## src/rtl/mp_mem_pkg.sv

```systemverilog
// Shared types and constants for the memory-port sequencer.
// Holds the sequencer state encoding, the sticky fault codes and the default abort limit.
package mp_mem_pkg;

    typedef enum logic [1:0] {
        IDLE = 2'd0,
        REQ  = 2'd1,
        ERR  = 2'd2
    } mp_state_e;

    localparam logic [1:0] FLT_NONE     = 2'b00;
    localparam logic [1:0] FLT_MISALIGN = 2'b01;
    localparam logic [1:0] FLT_TIMEOUT  = 2'b10;
    localparam logic [1:0] FLT_CONFLICT = 2'b11;

    localparam int unsigned DEF_TIMEOUT = 15;

endpackage

```

## src/rtl/mem_port_unit.sv

```systemverilog
// Memory-port sequencer: turns controller memory strobes into a req/ack bus access,
// stalls the controller meanwhile, owns IR/MDR and records sticky access faults.
//
// state | meaning
// IDLE  | waiting for a strobe; stalls only on the cycle an access is accepted
// REQ   | bus request held; stall until mem_ack, abort to ERR after TIMEOUT cycles
// ERR   | one bus-idle cycle after a timeout; controller moves past the failed access
module mem_port_unit
    import mp_mem_pkg::*;
#(
    parameter int unsigned ADDR_W  = 32,
    parameter int unsigned DATA_W  = 32,
    parameter int unsigned TIMEOUT = DEF_TIMEOUT
) (
    input  logic              clk,
    input  logic              rst,
    input  logic              IorD,
    input  logic              MemRead,
    input  logic              MemWrite,
    input  logic              IRWrite,
    input  logic [ADDR_W-1:0] pc,
    input  logic [ADDR_W-1:0] alu_out,
    input  logic [DATA_W-1:0] wdata,
    output logic [DATA_W-1:0] inst,
    output logic [DATA_W-1:0] mdr,
    output logic              stall,
    output logic              mem_req,
    output logic              mem_we,
    output logic [ADDR_W-1:0] mem_addr,
    output logic [DATA_W-1:0] mem_wdata,
    input  logic [DATA_W-1:0] mem_rdata,
    input  logic              mem_ack,
    output logic [1:0]        fault
);

    localparam int unsigned CNT_W = $clog2(TIMEOUT + 1);
    localparam logic [CNT_W-1:0] CNT_LAST = CNT_W'(TIMEOUT - 1);

    mp_state_e         state_q, state_d;
    logic [ADDR_W-1:0] addr_q, addr_d;
    logic [DATA_W-1:0] wdata_q, wdata_d;
    logic              is_wr_q, is_wr_d;
    logic              ir_en_q, ir_en_d;
    logic [CNT_W-1:0]  cnt_q, cnt_d;
    logic [DATA_W-1:0] inst_q, inst_d;
    logic [DATA_W-1:0] mdr_q, mdr_d;
    logic [1:0]        fault_q, fault_d;

    logic              go, conflict, misalign, accept;
    logic [ADDR_W-1:0] addr_sel;

    assign go       = MemRead | MemWrite | IRWrite;
    assign conflict = MemWrite & (MemRead | IRWrite);
    assign addr_sel = IorD ? alu_out : pc;
    assign misalign = |addr_sel[1:0];
    assign accept   = go & ~conflict & ~misalign;

    always_ff @(posedge clk or posedge rst) begin
        if (rst) begin
            state_q <= IDLE;
            addr_q  <= '0;
            wdata_q <= '0;
            is_wr_q <= 1'b0;
            ir_en_q <= 1'b0;
            cnt_q   <= '0;
            inst_q  <= '0;
            mdr_q   <= '0;
            fault_q <= FLT_NONE;
        end else begin
            state_q <= state_d;
            addr_q  <= addr_d;
            wdata_q <= wdata_d;
            is_wr_q <= is_wr_d;
            ir_en_q <= ir_en_d;
            cnt_q   <= cnt_d;
            inst_q  <= inst_d;
            mdr_q   <= mdr_d;
            fault_q <= fault_d;
        end
    end

    always_comb begin
        state_d = state_q;
        addr_d  = addr_q;
        wdata_d = wdata_q;
        is_wr_d = is_wr_q;
        ir_en_d = ir_en_q;
        cnt_d   = cnt_q;
        inst_d  = inst_q;
        mdr_d   = mdr_q;
        fault_d = fault_q;
        case (state_q)
            IDLE: begin
                // Conflict takes priority over misalignment when both apply.
                if (go && conflict) begin
                    if (fault_q == FLT_NONE) fault_d = FLT_CONFLICT;
                end else if (go && misalign) begin
                    if (fault_q == FLT_NONE) fault_d = FLT_MISALIGN;
                end else if (accept) begin
                    state_d = REQ;
                    addr_d  = {addr_sel[ADDR_W-1:2], 2'b00};
                    wdata_d = wdata;
                    is_wr_d = MemWrite;
                    ir_en_d = IRWrite;
                    cnt_d   = '0;
                end
            end
            REQ: begin
                if (mem_ack) begin
                    if (!is_wr_q) begin
                        mdr_d = mem_rdata;
                        if (ir_en_q) inst_d = mem_rdata;
                    end
                    state_d = IDLE;
                end else begin
                    cnt_d = cnt_q + CNT_W'(1);
                    if (cnt_q == CNT_LAST) state_d = ERR;
                end
            end
            ERR: begin
                if (fault_q == FLT_NONE) fault_d = FLT_TIMEOUT;
                state_d = IDLE;
            end
            default: state_d = IDLE;
        endcase
    end

    always_comb begin
        stall   = 1'b0;
        mem_req = 1'b0;
        mem_we  = 1'b0;
        case (state_q)
            IDLE: stall = accept;
            REQ: begin
                stall   = ~mem_ack;
                mem_req = 1'b1;
                mem_we  = is_wr_q;
            end
            default: ;
        endcase
    end

    assign inst      = inst_q;
    assign mdr       = mdr_q;
    assign mem_addr  = addr_q;
    assign mem_wdata = wdata_q;
    assign fault     = fault_q;

endmodule

```

## config.mk

```make
export PLATFORM = sky130hd
export DESIGN_NAME = mem_port_unit
export DESIGN_NICKNAME = d
export VERILOG_FILES = /design/src/rtl/mp_mem_pkg.sv /design/src/rtl/mem_port_unit.sv
export SDC_FILE = /design/constraint.sdc
export NUM_CORES = 1
export LEC_CHECK = 0
export CAP_MARGIN = 10
export CELL_PAD_IN_SITES_DETAIL_PLACEMENT = 0
export CELL_PAD_IN_SITES_GLOBAL_PLACEMENT = 1
export CORE_ASPECT_RATIO = 1.25
export CORE_UTILIZATION = 29
export CTS_BUF_LIST = sky130_fd_sc_hd__clkbuf_8 sky130_fd_sc_hd__clkbuf_16
export DETAILED_ROUTE_END_ITERATION = 16
export HOLD_SLACK_MARGIN = 0.02
export MAX_ROUTING_LAYER = met4
export PLACE_DENSITY = 0.87
export SYNTH_ARGS = -nofsm -noshare
export SYNTH_HDL_FRONTEND = slang
export SYNTH_SLANG_ARGS = --single-unit
```

## constraint.sdc

```tcl
create_clock -name clk -period 4.46 [get_ports clk]
set_clock_uncertainty 0.2 [all_clocks]
set_input_delay 0.446 -clock clk [delete_from_list [all_inputs] [get_ports clk]]
set_output_delay 0.446 -clock clk [all_outputs]
set_load 0.01 [all_outputs]
```

==> flow_summary.toml, run 1 <==
[placement]
io_buffers = 265
dp_hpwl_um = 10900
gp_congestion = 0.749
dp_cells = 838
post-place-ws_ns = 1.23

[cts]
cts.repair.resized = 0
post_cts_buffers = 0
cts.clk_slew.worst_paths_ns = 0.05
htree_levels = 4
hold_buffers = 0
cts.path.max_buffers = 2
tritoncts = "done"
clock_sinks = 136
clkLatencyLatePin_ns = 0.40
cts_root_buf = "clkbuf_16"
numCtsBuffers = 17

[setup_path]
cp_common_cell = "clkdlybuf4s50_1"
path_buf_inv = 2
cp-end-kind = "output pin"
worstPathArrival_ns = 2.54
crit_chain = "clkdlybuf4s50_1 -> nor3_1 -> or4_4 -> o21ai_0 -> clkdlybuf4s50_1"
cp-start-kind = "primary input"
crit_type = "primary input to output pin"
crit_family = "buffers and inverters"
slowest_stage = "clkdlybuf4s50_1"
critical-path-max-stage-delay_ns = 0.65
path_max_fanout = 5
cp_data_required_time_ns = 3.81

[floorplanning]
coreArea_um2 = 18800
start_util_pct = 29.6
rows = 56
fp.dieH_um = 157
die_area_um2 = 19700
pin_count = 268
chipWidth_um = 126

[synthesis]
synthCells = 352
ys_warn_count = 0
ys_seq_area_share_pct = 61.2
synthFlopType = "dfrtp_1"
avgSynthCellArea_um2 = 15.8
syn_area_um2 = 5560
synth_seq_cells = 136
ys_types = 32
async_flop_share_pct = 100
synth_edf_count = 0

[hold_path]
holdCritPathClass = "flop to flop"

[timing]
timing.final.hold_violations = 0
slew_headroom_pct = 40.1
rsz0062_at_grt = "no"
hold-worst-slack_ns = 0.279
setup_viol = 0
fmax_mhz = 314
layout_setup_ws_ns = 1.27
fin_tns_setup_ns = 0
min_period_ns = 3.19
drv_slew = 0
worst-slew-pin-transition_ns = 0.899
fin_crit_sh_pct = 71.5

[final_layout]
fin_nets = 762
multi_input_area_um2 = 2030
filler_cell_count = 1633
diodes = 0
final-seq-area_um2 = 3400
drive_above_1_share_pct = 28.2
fin_cells = 866
syn_to_final_growth_pct = 61.2

[routing]
via_per_inst = 4.55
vias = 3943
antenna_left = 0
firstDrtPassIters = 4
drc = 0
initialDrtViolationCount = 123
routed_wl_um = 14500
wl_per_cell_um = 16.8

[run]
maxCapViolCount = 0

[global_routing]
grt_pass1_wl_um = 22900
grt_max_degree = 105
antenna_found_initial = 0
grt_usage_pct = 15.6
grt_overflow = 0
first_global_vias = 4413

[power]
ir_drop_uv = 332
p_per_area_nw_per_um2 = 577
p_leak_nw = 3.70

[run_status]
status = "finished, final reports clean"
-- worst reg2reg max path, stage by stage, from the launching register on --
cell and delay, ns:
dfrtp_1 0.41, or4_4 0.57, nor2_4 0.52, buf_12 0.33
mux2_2 0.42
-- per-stage QoR --
stage          power (mW)  cell area [um^2]  util [%]
2_1_floorplan        2.72              5570         -
3_3_place_gp         3.91              8450      45.0
3_5_place_dp         3.97              8450      45.0
4_1_cts              5.25              8970      47.7
5_1_grt              5.46              8970      47.7
6_report             5.17              8970      47.7
-- kinds of logic after synthesis --
kind of cell / Yosys count / share of synthesized area, %
buffers and inverters: 21 / 2.36
AOI/OAI and AO/OA: 11 / 1.26
other: 1 / 0.0674
muxes: 159 / 32.2
DFF: 136 / 61.2
and+or+nand+nor: 22 / 2.50
adders and majority gates: 2 / 0.450
-- state kept, by name, summed over array words and instances, names as in the netlist --
| name | cells |
|---|---|
| inst | 32 |
| mdr | 32 |
| mem_wdata | 32 |
| mem_addr | 30 |
| cnt_q | 4 |
| fault | 2 |
| state_q | 2 |
| ir_en_q | 1 |
| is_wr_q | 1 |
-- path summary, 6_finish.rpt --
kind                            slack, ns       endpoint         start  cells past startpoint
worst max-delay path                 1.27          stall      MemWrite                      5
worst min-delay path                 0.28   mem_addr[25]  mem_addr[25]                      1
worst max register to register       1.89  mem_wdata[19]    state_q[0]                      4
worst min register to register       0.28   mem_addr[25]  mem_addr[25]                      1
max in group asynchronous            2.81   mem_addr[22]           rst                      3
min in group asynchronous            0.43        inst[6]           rst                      2
-- synth_stat cells (2+ instances only) --
cell      count  share of area (%)
buf_6         3               0.61
nor3_1        3               0.27
mux2_1       17                3.4
nand2_1       5               0.34
clkbuf_1      3               0.20
nor2_1        3               0.20
nand3_1       2               0.18
buf_2         6               0.54
dfrtp_1     136                 61
mux2_2      141                 29
o21ai_0       4               0.36
inv_1         3               0.20
buf_4         6               0.81
ha_1          2               0.45
-- cell usage in the layout (no fill, tap or decap), types with 3 or more instances in the layout --
cell               n
mux2_2           141
inv_1              4
clkdlybuf4s50_1  265
clkinv_2           4
mux2_1            17
buf_4              5
nor2_1             3
o21ai_0            4
nand2_1            5
clkbuf_16         17
nor3_1             3
dfrtp_1          136
-- metal layers --
layer	GRT usage, %	up-vias	share of wire (%)
met2	28.1	161	54
met4	6.31	0	2.1
met3	4.17	23	5.7
met1	16.3	1963	38
met5	-	-	0
li1	-	1796	-
-- area by class of cell --
| type | count | area share (%) |
|---|---|---|
| Multi-Input combinational cell | 196 | 22.6 |
| Tap cell | 232 | 3.24 |
| Timing Repair Buffer | 271 | 30.2 |
| Sequential cell | 136 | 38.0 |
| Clock buffer | 17 | 4.74 |
| Inverter | 3 | 0.181 |
| Clock inverter | 11 | 1.00 |
-- report_power, final --
group	leakage, nW	switching (mW)	internal, mW
sequential	1.64	0.258	1.72
clock	0.258	0.497	0.745
combinational	1.80	0.689	1.26
Power figures use the tool's default switching activity.
==> run 2, diff against run 1 <==
==> constraint.sdc (replaced) <==
create_clock -name clk -period 2.82 [get_ports clk]
set_clock_uncertainty 0.2 [all_clocks]
set_input_delay 0.282 -clock clk [delete_from_list [all_inputs] [get_ports clk]]
set_output_delay 0.282 -clock clk [all_outputs]
set_load 0.01 [all_outputs]
==> run 2 against run 1 <==
Compared with the run above:
- critical path depth unchanged
- die area unchanged
- total power increased by 61%
- hold slack about the same
- setup slack got worse by 1.1 ns
- utilization increased by 0.61 points
- critical path type unchanged
==> flow_summary.toml, run 2 (synthesized netlist as in run 1, its figures left out) <==
[setup_path]
cp-start-kind = "primary input"
crit_end = "stall"
path_max_fanout = 5
crit_type = "primary input to output pin"
reg2reg_to = "mem_wdata[4]"
timing.rr.start = "state_q[0]"
worstPathArrival_ns = 2.19
cp_data_required_time_ns = 2.34
cp-end-kind = "output pin"
reg2reg_depth = 5
r2r_slack_ns = 0.61
startpoint = "MemWrite"

[global_routing]
grt_max_degree = 66
grt_overflow = 0
antenna_found_initial = 0
grt_usage_pct = 15.5
grt_pass1_wl_um = 22700
first_global_vias = 4354

[floorplanning]
chipWidth_um = 126
coreArea_um2 = 18800
fp.dieH_um = 157
rows = 56
pin_count = 268
start_util_pct = 29.6
die_area_um2 = 19700

[cts]
clock_sinks = 136
cts.path.max_buffers = 2
cts.clk_slew.worst_paths_ns = 0.05
numCtsBuffers = 17
clkLatencyLatePin_ns = 0.41
htree_levels = 4
cts_root_buf = "clkbuf_16"
tritoncts = "done"

[power]
p_switching_mw = 2.33
p_sw_share_pct = 28.1
share_clk_of_total_power_pct = 25.0
p_per_area_nw_per_um2 = 915
combPwrFrac_pct = 37.2
seqPwrFrac_pct = 37.8
p_leak_nw = 3.75
ir_drop_uv = 545
p_int_mw = 5.98

[run]
maxCapViolCount = 0

[run_status]
status = "finished, final reports clean"

[placement]
gp_congestion = 0.729
dp_hpwl_um = 10700
post-place-ws_ns = 0.0453
dp_cells = 843
io_buffers = 265

[final_layout]
final_cell_mix = "265 x clkdlybuf4s50_1, 141 x mux2_2, 136 x dfrtp_1"
layout_commonest_cell = "clkdlybuf4s50_1"
syn_to_final_growth_pct = 63.3
diodes = 0
fin_cells = 876
drive_above_1_share_pct = 29.2
filler_cell_count = 1659
fin_nets = 768

[timing]
slew_headroom_pct = 66.6
layout_setup_ws_ns = 0.143
fin_tns_setup_ns = 0
worst-slew-pin-transition_ns = 0.501
fin_crit_sh_pct = 94.9
setup_viol = 0
rsz0062_at_grt = "no"
drv_slew = 0
min_period_ns = 2.68
timing.final.hold_violations = 0
fmax_mhz = 374

[routing]
vias = 3979
via_per_inst = 4.54
initialDrtViolationCount = 84
drc = 0
wl_per_cell_um = 16.3
routed_wl_um = 14300
antenna_left = 0
firstDrtPassIters = 4

[hold_path]
holdCritPathClass = "flop to flop"
-- run 2: worst min path at each step --
stage,start,end,cells after the start
finish,mem_addr[23],mem_addr[23],1
global route,wdata[20],mem_wdata[20],2
CTS,wdata[5],mem_wdata[5],2
detailed placement,mem_addr[22],mem_addr[22],1
global placement,mem_addr[26],mem_addr[26],1
floorplan,mem_rdata[24],inst[24],1
-- run 2: worst max-delay path: stages --
cell,delay [ns]
clkdlybuf4s50_1,0.58
nor3_1,0.09
or4_4,0.48
o21ai_1,0.18
clkdlybuf4s50_1,0.58
-- run 2: repair_timing --
action	4_1_cts	5_1_grt
hold endpoints to repair	12	0
endpoints found under the setup margin	0	1
resized for setup	0	1
setup buffers	0	0
hold buffers	1	0
-- run 2: final cells by class --
cell class,count,area [um^2],share of cell area (%)
Clock buffer,19,453,4.99
Clock inverter,13,106,1.17
Inverter,3,15.0,0.165
Multi-Input combinational cell,196,2030,22.4
Sequential cell,136,3400,37.5
Tap cell,232,290,3.20
Timing Repair Buffer,277,2780,30.6
-- run 2: power groups by stage --
stage                     Clock, mW  Combinational [mW]  Sequential [mW]
final                          2.08                3.09             3.14
after global placement            0                3.07             3.12
after detailed placement          0                3.13             3.18
after global routing           2.25                3.27             3.25
after floorplan                   0               0.821             3.48
after CTS                      2.16                3.14             3.15
-- run 2: routing by layer --
| layer | global-route usage (%) | part of all wire (%) | vias up |
|---|---|---|---|
| met4 | 6.08 | 2.0 | 0 |
| met2 | 27.7 | 54 | 164 |
| met1 | 16.3 | 37 | 1983 |
| met5 | - | 0 | - |
| li1 | - | - | 1810 |
| met3 | 4.17 | 6.2 | 22 |
-- run 2: metrics by stage --
step	utilization (%)	hold WS (ns)	power, mW	area (um^2)
final	48.4	0.279	8.31	9080
after CTS	48.4	0.260	8.45	9080
after floorplan	-	0.214	4.30	5570
after detailed placement	45.3	0.274	6.30	8510
after global placement	45.3	0.270	6.18	8510
after global routing	48.4	0.258	8.77	9080
==> run 3, diff against run 2 <==
--- a/config.mk
+++ b/config.mk
@@ -5,10 +5,10 @@
 export SDC_FILE = /design/constraint.sdc
 export NUM_CORES = 1
 export LEC_CHECK = 0
-export CAP_MARGIN = 10
 export CELL_PAD_IN_SITES_DETAIL_PLACEMENT = 0
 export CELL_PAD_IN_SITES_GLOBAL_PLACEMENT = 1
 export CORE_ASPECT_RATIO = 1.25
+export CORE_MARGIN = 5
 export CORE_UTILIZATION = 29
 export CTS_BUF_LIST = sky130_fd_sc_hd__clkbuf_8 sky130_fd_sc_hd__clkbuf_16
 export DETAILED_ROUTE_END_ITERATION = 16
==> run 3 against run 2 <==
Compared with the run above:
- sequential share of layout area is 0.26 points higher
- combinational power is 1% higher
- highest routed layer unchanged
- non-clock buffer count is 3 lower
- wire length is 9.1% higher
- sequential power hardly changed
- hold slack worse by 0.12 ns
- global-route usage is 0.83 points lower
- register-to-register slack worse by 0.02 ns
- total power is 1.4% lower
- utilization is 0.51 points lower
- via count is 0.88% lower
- setup slack worse by 0.0025 ns
- critical endpoint unchanged
==> flow_summary.toml, run 3 (synthesized netlist as in run 1, its figures left out) <==
[run_status]
status = "finished, final reports clean"

[routing]
routed_wl_um = 15600
wl_per_cell_um = 17.9
via_per_inst = 4.52
initialDrtViolationCount = 136
vias = 3944
antenna_left = 0
firstDrtPassIters = 4
drc = 0

[power]
ir_drop_uv = 451
p_leak_nw = 3.73
total_power_mw = 8.19
p_per_area_nw_per_um2 = 908

[timing]
min_period_ns = 2.68
drv_slew = 0
timing.final.hold_violations = 0
fin_tns_setup_ns = 0
slew_headroom_pct = 62.3
fmax_mhz = 373
rsz0062_at_grt = "no"
fin_crit_sh_pct = 95.0
worst-slew-pin-transition_ns = 0.566
setup_viol = 0

[floorplanning]
coreArea_um2 = 18800
pin_count = 268
die_area_um2 = 22100
fp.dieH_um = 165
rows = 56
start_util_pct = 29.5
chipWidth_um = 134

[placement]
dpl_cell_area_um2 = 8500
gp_congestion = 0.739
io_buffers = 265
dp_cells = 841
dp_hpwl_um = 11900

[global_routing]
antenna_found_initial = 1
grt_max_degree = 94
grt_pass1_wl_um = 24400
grt_overflow = 0
first_global_vias = 4591
grt_usage_pct = 14.7

[setup_path]
cp-end-kind = "output pin"
cp_data_required_time_ns = 2.34
r2r_slack_ns = 0.59
crit_type = "primary input to output pin"
reg2reg_depth = 5
startpoint = "MemWrite"
worstPathArrival_ns = 2.20
path_max_fanout = 5
crit_end = "stall"
timing.rr.start = "state_q[0]"
cp-start-kind = "primary input"
reg2reg_to = "mem_wdata[24]"

[cts]
cts.clk_slew.worst_paths_ns = 0.05
htree_levels = 4
hold_buffers = 0
post_cts_buffers = 0
clock_sinks = 136
cts.repair.resized = 0
tritoncts = "done"
numCtsBuffers = 17
cts.path.max_buffers = 2
clkLatencyLatePin_ns = 0.41
cts_root_buf = "clkbuf_16"

[final_layout]
syn_to_final_growth_pct = 62.2
filler_cell_count = 1659
fin_nets = 765
layout_commonest_cell = "clkdlybuf4s50_1"
fin_cells = 873
design_area_um2 = 9020
final-seq-area_um2 = 3400
drive_above_1_share_pct = 28.4
final_cell_mix = "265 x clkdlybuf4s50_1, 141 x mux2_2, 136 x dfrtp_1"
multi_input_area_um2 = 2030

[run]
maxCapViolCount = 0

[hold_path]
holdCritPathClass = "primary input to asynchronous set/reset pin"
-- run 3: cell count changes in the layout (fill, tap and decap cells not counted), sizes merged --
cell / previous run / this run
clkinvlp: 4 / 3
inv: 5 / 7
diode: 0 / 1
dlygate4sd3: 1 / 0
clkinv: 6 / 5
bufinv: 1 / 0
buf: 11 / 9
-- run 3: power by group --
group	internal, mW	leakage, nW	total, mW	switching [mW]
registers	2.72	1.64	3.14	0.414
logic	2.01	1.82	3.13	1.13
clock network	1.14	0.271	1.92	0.780
total	5.87	3.73	8.19	2.32
-- run 3: stage by stage --
| stage | hold WS [ns] | utilization, % | setup WS [ns] |
|---|---|---|---|
| floorplan | 0.214 | - | 0.645 |
| global placement | 0.268 | 45.1 | 0.0635 |
| finish | 0.155 | 47.8 | 0.140 |
| global route | 0.195 | 47.8 | 0.0248 |
| detailed placement | 0.274 | 45.1 | 0.0623 |
| CTS | 0.202 | 47.8 | 0.0686 |
-- run 3: final cells by class --
class,instances,area share [%]
repair buffers,274,30.6
clock buffers,19,5.02
flip-flops and latches,136,37.7
well taps,232,3.22
diodes,1,0.0277
multi-input cells,196,22.5
clock inverters,12,0.735
inverters,3,0.166
-- run 3: worst min-delay path by stage --
stage	start	to	slack, ns	cells past startpoint
detailed placement	mem_addr[15]	mem_addr[15]	0.27	1
floorplan	mem_rdata[24]	inst[24]	0.21	1
global route	rst	mem_addr[22]	0.20	3
finish	rst	mem_addr[23]	0.16	3
CTS	rst	mem_wdata[25]	0.20	3
global placement	mem_addr[19]	mem_addr[19]	0.27	1
-- run 3: critical path: stages --
cell,delay [ns]
clkdlybuf4s50_1,0.56
nor3_1,0.09
or4_4,0.49
o21ai_1,0.18
clkdlybuf4s50_1,0.59
-- run 3: metal layers --
layer	global-route usage, %	share of wire [%]
met1	14.3	35
met2	26.8	56
met3	5.42	7.3
met4	5.10	1.5
met5	-	0
